==> src/rtl/lcm_unit.sv <==
// lcm_unit: computes lcm = (a*b)/g with a shift-add multiplier followed by a restoring divider
// Ports:
//   clk    - system clock, all state updates on posedge
//   reset  - asynchronous active-high reset, discards any in-flight computation
//   start  - request, sampled only while idle
//   a, b   - operands (W bits), g - gcd of a and b from the gcd block (W bits)
//   busy   - high from the cycle after start is accepted until done
//   done   - one-cycle pulse marking lcm valid
//   lcm    - 2W-bit result, held until the next completed operation
//   err    - only with LCM_ERR_EN: g was 0 or a*b is not divisible by g
// Optional feature macro: LCM_ERR_EN
module lcm_unit #(
  parameter int W = 8
) (
  input  logic           clk,
  input  logic           reset,
  input  logic           start,
  input  logic [W-1:0]   a,
  input  logic [W-1:0]   b,
  input  logic [W-1:0]   g,
  output logic           busy,
  output logic           done,
  output logic [2*W-1:0] lcm
`ifdef LCM_ERR_EN
  ,
  output logic           err
`endif
);
  localparam int CW = $clog2(2 * W);
  typedef enum logic [1:0] {IDLE, MUL, DIV, FIN} state_t;
  state_t         r_state, w_next;
  logic [2*W-1:0] r_mcand, r_acc, r_lcm;
  logic [W-1:0]   r_mplier, r_g, r_rem;
  logic [CW-1:0]  r_cnt;
  logic           r_zero, r_done;
  logic           w_zero_in, w_ge;
  logic [W:0]     w_shift;
`ifdef LCM_ERR_EN
  logic           r_err;
`endif
  assign w_zero_in = a == '0 || b == '0 || g == '0;
  // r_acc holds the product after MUL and is reused as the quotient shift register in DIV
  assign w_shift = {r_rem, r_acc[2*W-1]};
  assign w_ge = w_shift >= {1'b0, r_g};
  always_ff @(posedge clk or posedge reset)
    if (reset) r_state <= IDLE;
    else r_state <= w_next;
  always_comb
    w_next = r_state == IDLE ? (start ? (w_zero_in ? FIN : MUL) : IDLE)
           : r_state == MUL  ? (r_cnt == '0 ? DIV : MUL)
           : r_state == DIV  ? (r_cnt == '0 ? FIN : DIV)
           : IDLE;
  always_comb begin
    busy = r_state != IDLE;
    done = r_done;
    lcm  = r_lcm;
`ifdef LCM_ERR_EN
    err  = r_err;
`endif
  end
  always_ff @(posedge clk or posedge reset)
    if (reset) begin
      r_mcand  <= '0;
      r_mplier <= '0;
      r_acc    <= '0;
      r_rem    <= '0;
      r_g      <= '0;
      r_cnt    <= '0;
      r_zero   <= 1'b0;
      r_lcm    <= '0;
      r_done   <= 1'b0;
`ifdef LCM_ERR_EN
      r_err    <= 1'b0;
`endif
    end else begin
      r_done <= r_state == FIN;
      if (r_state == IDLE && start) begin
        r_mcand  <= {{W{1'b0}}, a};
        r_mplier <= b;
        r_g      <= g;
        r_acc    <= '0;
        r_rem    <= '0;
        r_zero   <= w_zero_in;
        r_cnt    <= CW'(W - 1);
      end else if (r_state == MUL) begin
        r_acc    <= r_mplier[0] ? r_acc + r_mcand : r_acc;
        r_mcand  <= r_mcand << 1;
        r_mplier <= r_mplier >> 1;
        r_cnt    <= r_cnt == '0 ? CW'(2 * W - 1) : r_cnt - CW'(1);
      end else if (r_state == DIV) begin
        r_acc <= {r_acc[2*W-2:0], w_ge};
        // partial remainder stays below g, so after a successful subtract the top bit is always 0
        r_rem <= w_ge ? W'(w_shift - {1'b0, r_g}) : w_shift[W-1:0];
        r_cnt <= r_cnt - CW'(1);
      end else if (r_state == FIN) begin
        r_lcm <= r_zero ? '0 : r_acc;
`ifdef LCM_ERR_EN
        r_err <= r_g == '0 || r_rem != '0;
`endif
      end
    end
endmodule

==> config.mk <==
export PLATFORM = sky130hd
export DESIGN_NAME = lcm_unit
export DESIGN_NICKNAME = d
export VERILOG_FILES = /design/src/rtl/lcm_unit.sv
export SDC_FILE = /design/constraint.sdc
export NUM_CORES = 1
export LEC_CHECK = 0
export ABC_AREA = 0
export CORE_MARGIN = 2
export CORE_UTILIZATION = 55
export DETAILED_ROUTE_END_ITERATION = 8
export PLACE_DENSITY = 0.73
export SKIP_CTS_REPAIR_TIMING = 1
export SLEW_MARGIN = 10
export SYNTH_ARGS = -nofsm -noshare
export SYNTH_HDL_FRONTEND = slang
export SYNTH_SLANG_ARGS = --single-unit
==> constraint.sdc <==
create_clock -name clk -period 3 [get_ports clk]
set_input_delay 0.6 -clock clk [delete_from_list [all_inputs] [get_ports clk]]
set_output_delay 0.6 -clock clk [all_outputs]
set_load 0.01 [all_outputs]
# ---- Word-level counts from Yosys, hierarchy flattened
# Cells that the tools add are included.
dict set report totals {
  register_bits 80
  input_bits 27
  output_inout_bits 18
  elab_cells 61
}
dict set report classes {
  n_addsub 3
  n_lt_le_gt_ge 1
  n_eq_ne 5
  muxes 24
  bitwise_logic 3
  reduce_logical 15
}
# op n
set ops {}
lappend ops {{$mux 16} 7}
lappend ops {{$mux 8} 6}
lappend ops {{$logic_not 8->1} 3}
lappend ops {{$add 16x16->16} 1}
lappend ops {{$mux 4} 4}
lappend ops {{$mux 2} 6}
lappend ops {{$ge 9x8->1} 1}
lappend ops {{$sub 8x8->8} 1}
lappend ops {{$reduce_bool 2->1} 3}
lappend ops {{$eq 2x2->1 const B} 2}
lappend ops {{$logic_not 4->1} 1}
lappend ops {{$reduce_and 2->1} 2}
lappend ops {{$reduce_and 4->1} 1}
lappend ops {{$sub 4x1->4 const B} 1}
lappend ops {{$ne 3x2->1 const B} 1}
lappend ops {{$not 1->1} 3}
lappend ops {{$reduce_bool 3->1} 1}
lappend ops {{$eq 2x1->1 const B} 1}
lappend ops {{$logic_not 2->1} 1}
lappend ops {{$logic_or 1x1->1} 2}
lappend ops {{$ne 2x1->1 const B} 1}
lappend ops {{$logic_and 1x1->1} 1}
lappend ops {{$mux 1} 1}

# ---- Logic depth before layout (Yosys ltp)
dict set report logic_depth {
  word_depth 6
  mapped_depth 10
  ltp_nobuf 9
}

# ---- Worst setup path before layout
# OpenSTA, ideal clock, no wires.
dict set report synth_path {
  path_type {register to register}
  start {register r_mcand[0]}
  end {register r_acc[10]}
  setup_ps 122
  t_arrival_ps 1893
  required_ps 2878
  slack_ps 986
  stages_incl_launch_ff 9
  path_buffers 0
  synth_period_minus_slack_ps 2014
  cell_sequence {dfrtp_1 ha_1 fa_1 a21oi_1 o21ai_0 nor2_1 or3_1 o2111ai_1 a32o_1}
}
dict set report synth_via {
  elab_chain_cells 4
}
# element line
set synth_rtl {}
lappend synth_rtl {{start, declared} 32} ;# logic [2*W-1:0] r_mcand, r_acc, r_lcm;
lappend synth_rtl {{start signal, assigned} 78} ;# r_mcand <= {{W{1'b0}}, a};
lappend synth_rtl {{start signal, assigned} 87} ;# r_mcand <= r_mcand << 1;
lappend synth_rtl {{$add 16x16->16} 86} ;# r_acc <= r_mplier[0] ? r_acc + r_mcand : r_acc;
lappend synth_rtl {{$mux 16} 86}
lappend synth_rtl {{$mux 16} 85} ;# end else if (r_state == MUL) begin
lappend synth_rtl {{$mux 16} 77} ;# if (r_state == IDLE && start) begin
lappend synth_rtl {{end signal, assigned} 86}
lappend synth_rtl {{end signal, assigned} 91} ;# r_acc <= {r_acc[2*W-2:0], w_ge};
lappend synth_rtl {{end, declared} 32}
# Every way passes these cells. The select of a mux whose other input is x is not followed.
# A chain may end at the register's enable or synchronous reset.

# ---- Worst setup path in the final report
dict set report layout_path {
  start {register r_state[1]}
  end {register r_acc[14]}
}
dict set report layout_via {
  elab_chain_cells 4
  word_cells_on_any_way 9
  classes_between {eq/ne: 3; mux: 2; reduce/logical: 4}
}
# element line
set layout_rtl {}
lappend layout_rtl {{start, declared} 31} ;# state_t r_state, w_next;
lappend layout_rtl {{start signal, assigned} 47} ;# else r_state <= w_next;
lappend layout_rtl {{$logic_not 2->1} 77}
lappend layout_rtl {{$logic_and 1x1->1} 77}
lappend layout_rtl {{$ne 3x2->1 (no source line) / $reduce_bool 3->1 (equally long branches)} --}
lappend layout_rtl {{$reduce_and 2->1 (no source line)} --}
# Parallel ways exist; a longest one is shown, timed or not.

==> run summary <==
The class of the tightest hold or removal check was input pin to async pin. The top flip-flop cell by instance count after synthesis is dfrtp_1. The portion of synthesized cell area occupied by the leading cell type is 0.428, and the sum of negative setup slack is 0 ps.

The period utilization was 0.786. For the global placer's final weighted congestion, the log shows 0.852. The utilization after layout came out at 0.664. By area the synthesized netlist is led by dfrtp_1, ha_1, nand2_1. In the post-synthesis netlist, the cell with the most instances is dfrtp_1. Counting I/O delays and the setup requirement, the final critical path takes 2360 ps. Of all nets on the critical path, the largest fanout is 14. The layout overhead on the synthesized area is 16.5%.

Setup violations remaining at the end of the flow were counted as 0. The number of failing hold endpoints at the final stage came out at 0. The flow ran to the end, and the final reports show no timing, DRC or antenna violations. Sorting the synthesized cells by how often they occur yields dfrtp_1, nand2_1, o21ai_0. The total routing usage reported by global routing is 0.250, and the row count is 33. The die is 96.3 um wide. Power spread over the standard cell area amounts to 899 mW/mm^2. Across the VDD grid, the largest voltage drop is 0.000449 V.

The fraction of layout cells with a size suffix above 1 works out to 0.0623. The part of the Yosys area used for sequential elements came out at 0.428. The pre-antenna-repair detailed-routing pass consisted of 5 iterations. In this run the deepest clock path goes through 2 buffers. The run gives 0.570 as the starting density of the core.

Yosys mapped the design onto 58 distinct sky130hd cell types. The logs give 702 for the filler cell count in the final layout and 70 for the largest net degree at the start of global routing. TritonCTS created 9 clock buffers. The die covers 0.00927 mm^2. Max capacitance violation total: 0.

The kind of start point of the critical path was a register. TritonCTS built the clock tree. Via count of the first global-routing pass: 3,675. The critical setup path kind is register to register.

The net count reported at finish was 614; the area of the core was 0.00822 mm^2. For the top-level I/O count, the log shows 45. The tools report the master cell of the clock root buffer as clkbuf_8. Tracing the worst setup path back leads to its startpoint at r_state[1]. The number of antenna diodes in the final layout is 0. Each instance of the synthesized netlist takes up on average 9.02 um^2. After detailed routing, the number of vias per cell comes to 5.92.

The run gives 7710 um as the detailed-placement wirelength estimate. Once routing completed, OpenROAD measured the worst setup slack at 641 ps. The level count of the clock H-tree was 3; the worst hold margin was 496 ps. In this run the vertical extent of the chip is 96.3 um. OpenSTA, run right after detailed placement, puts the worst setup slack at 669 ps.

After detailed routing, the number of remaining DRC violations is 0. The number of antenna violations at the first check in global routing is 0. STA classifies the critical path endpoint as a register. For the residual antenna-violating net count after detailed routing, the log shows 0. The biggest area consumer among synthesized cells is dfrtp_1. The proportion of register bits with asynchronous set or reset after synthesis is 1.00, and the fmax is 424 MHz.

Setup repair after global routing left no endpoint under its margin. Worst setup slack for register-to-register paths: 640 ps. Data on the critical path arrives at its endpoint at 2660 ps. The run gives 576 as the synthesized net count. For the setup clock skew after layout, the log shows 10.1 ps.

The tools report the cell count after synthesis as 519. Summing over every cut layer, the via total after detailed routing is 3,947. After clock tree synthesis, the clock-pin slew on the worst setup and hold paths is 90 ps.

The logs give 10,500 um for the total detailed-routing wirelength and 0 for the overall overflow remaining after global route. Counting flops with a built-in enable in the synthesized netlist gives 0. The first global-routing pass estimated 17,900 um of wire. At the pin with the least slew margin, the transition time is 1110 ps.

Number of synthesized register bits: 80. The endpoint of the worst-slack reg-to-reg timing path was r_acc[14]. The tools report the CTS sink count as 80.

In this run the critical register-to-register path is launched from r_state[1]. The tools report the number of DRC markers in iteration 0 as 291. For this run, the number of Yosys warnings is 0. For the worst flop-to-flop path, the logic depth is 7. The logs give 0.259 for the relative slew slack and 2.46 nW for the static leakage. The tools report the final count of pins violating max slew as 0. Data on the critical path is required at its endpoint by 3300 ps. In this run the cell area of the synthesized design comes to 0.00468 mm^2.

For the clock latency on the worst-skew pair, the log shows 360 ps. The average routed wire per standard cell is 15.8 um, and the total of buffers placed on input and output ports is 44.
state kept, by name, summed over array words and instances, names as in the netlist:
name / flops
r_rem: 8
r_mplier: 8
done: 1
r_acc: 16
r_mcand: 16
lcm: 16
r_g: 8
r_zero: 1
r_cnt: 4
r_state: 2
placed cells by master (no fill, tap or decap), drive strengths merged, types with 5 or more instances in the layout:
master         instances
o22ai                 23
nand3                  6
a21oi                 36
nand2                 75
o31ai                  5
nor2                  33
dfrtp                 80
mux2i                 27
a22oi                  9
ha                    28
xor2                   6
a211oi                 5
clkdlybuf4s50         44
nor2b                 10
xnor2                  7
inv                   40
nor4                   6
buf                    7
o21ai                 46
clkbuf                10
nor3                   7
per-stage QoR:
stage	cells	power, mW	instance area, um^2
final	667	4.90	5450
after global routing	667	5.30	5450
after CTS	667	4.89	5450
after detailed placement	651	3.97	5230
after global placement	651	3.90	5230
after floorplan	519	3.34	4680
power by group:
group	switching (mW)	total (mW)	internal, mW
Sequential	0.278	1.68	1.41
Clock	0.424	0.921	0.496
Combinational	1.32	2.30	0.981
Total	2.02	4.90	2.88
worst max path at each step:
| stage | end | slack, ps |
|---|---|---|
| detailed placement | r_acc[14] | 670 |
| global placement | r_acc[14] | 690 |
| finish | r_acc[14] | 640 |
| floorplan | done | 350 |
| CTS | r_acc[14] | 700 |
| global route | r_acc[14] | 540 |
cell type report:
cell class	count	area, um^2	area share
Multi-Input combinational cell	376	2440	0.447
Tap cell	105	131	0.0241
Sequential cell	80	2000	0.367
Timing Repair Buffer	51	505	0.0927
Clock buffer	10	138	0.0252
Inverter	39	146	0.0268
Clock inverter	6	91.3	0.0167
worst max-delay path, stage by stage (launching register included):
cell and delay [ps]:
dfrtp_1 420, inv_1 100, ha_2 410, inv_1 270, nor3_2 420, nand2_1 130, or4_1 480, nand3_1 80
routing by layer:
| metal | GRT usage | vias up | part of all wire |
|---|---|---|---|
| met4 | 0.0810 | 0 | 0.015 |
| li1 | - | 1913 | - |
| met2 | 0.363 | 137 | 0.43 |
| met3 | 0.0501 | 11 | 0.063 |
| met5 | 0 | - | 0 |
| met1 | 0.373 | 1886 | 0.49 |
cells by family after synthesis:
kind of cell | share of synthesized area
xor+xnor | 0.0243
fa+ha+maj | 0.0834
compound gates | 0.210
flops | 0.428
simple gates | 0.145
buf+inv | 0.0521
mux | 0.0577
Note: power is estimated with default switching activity, not from simulation.
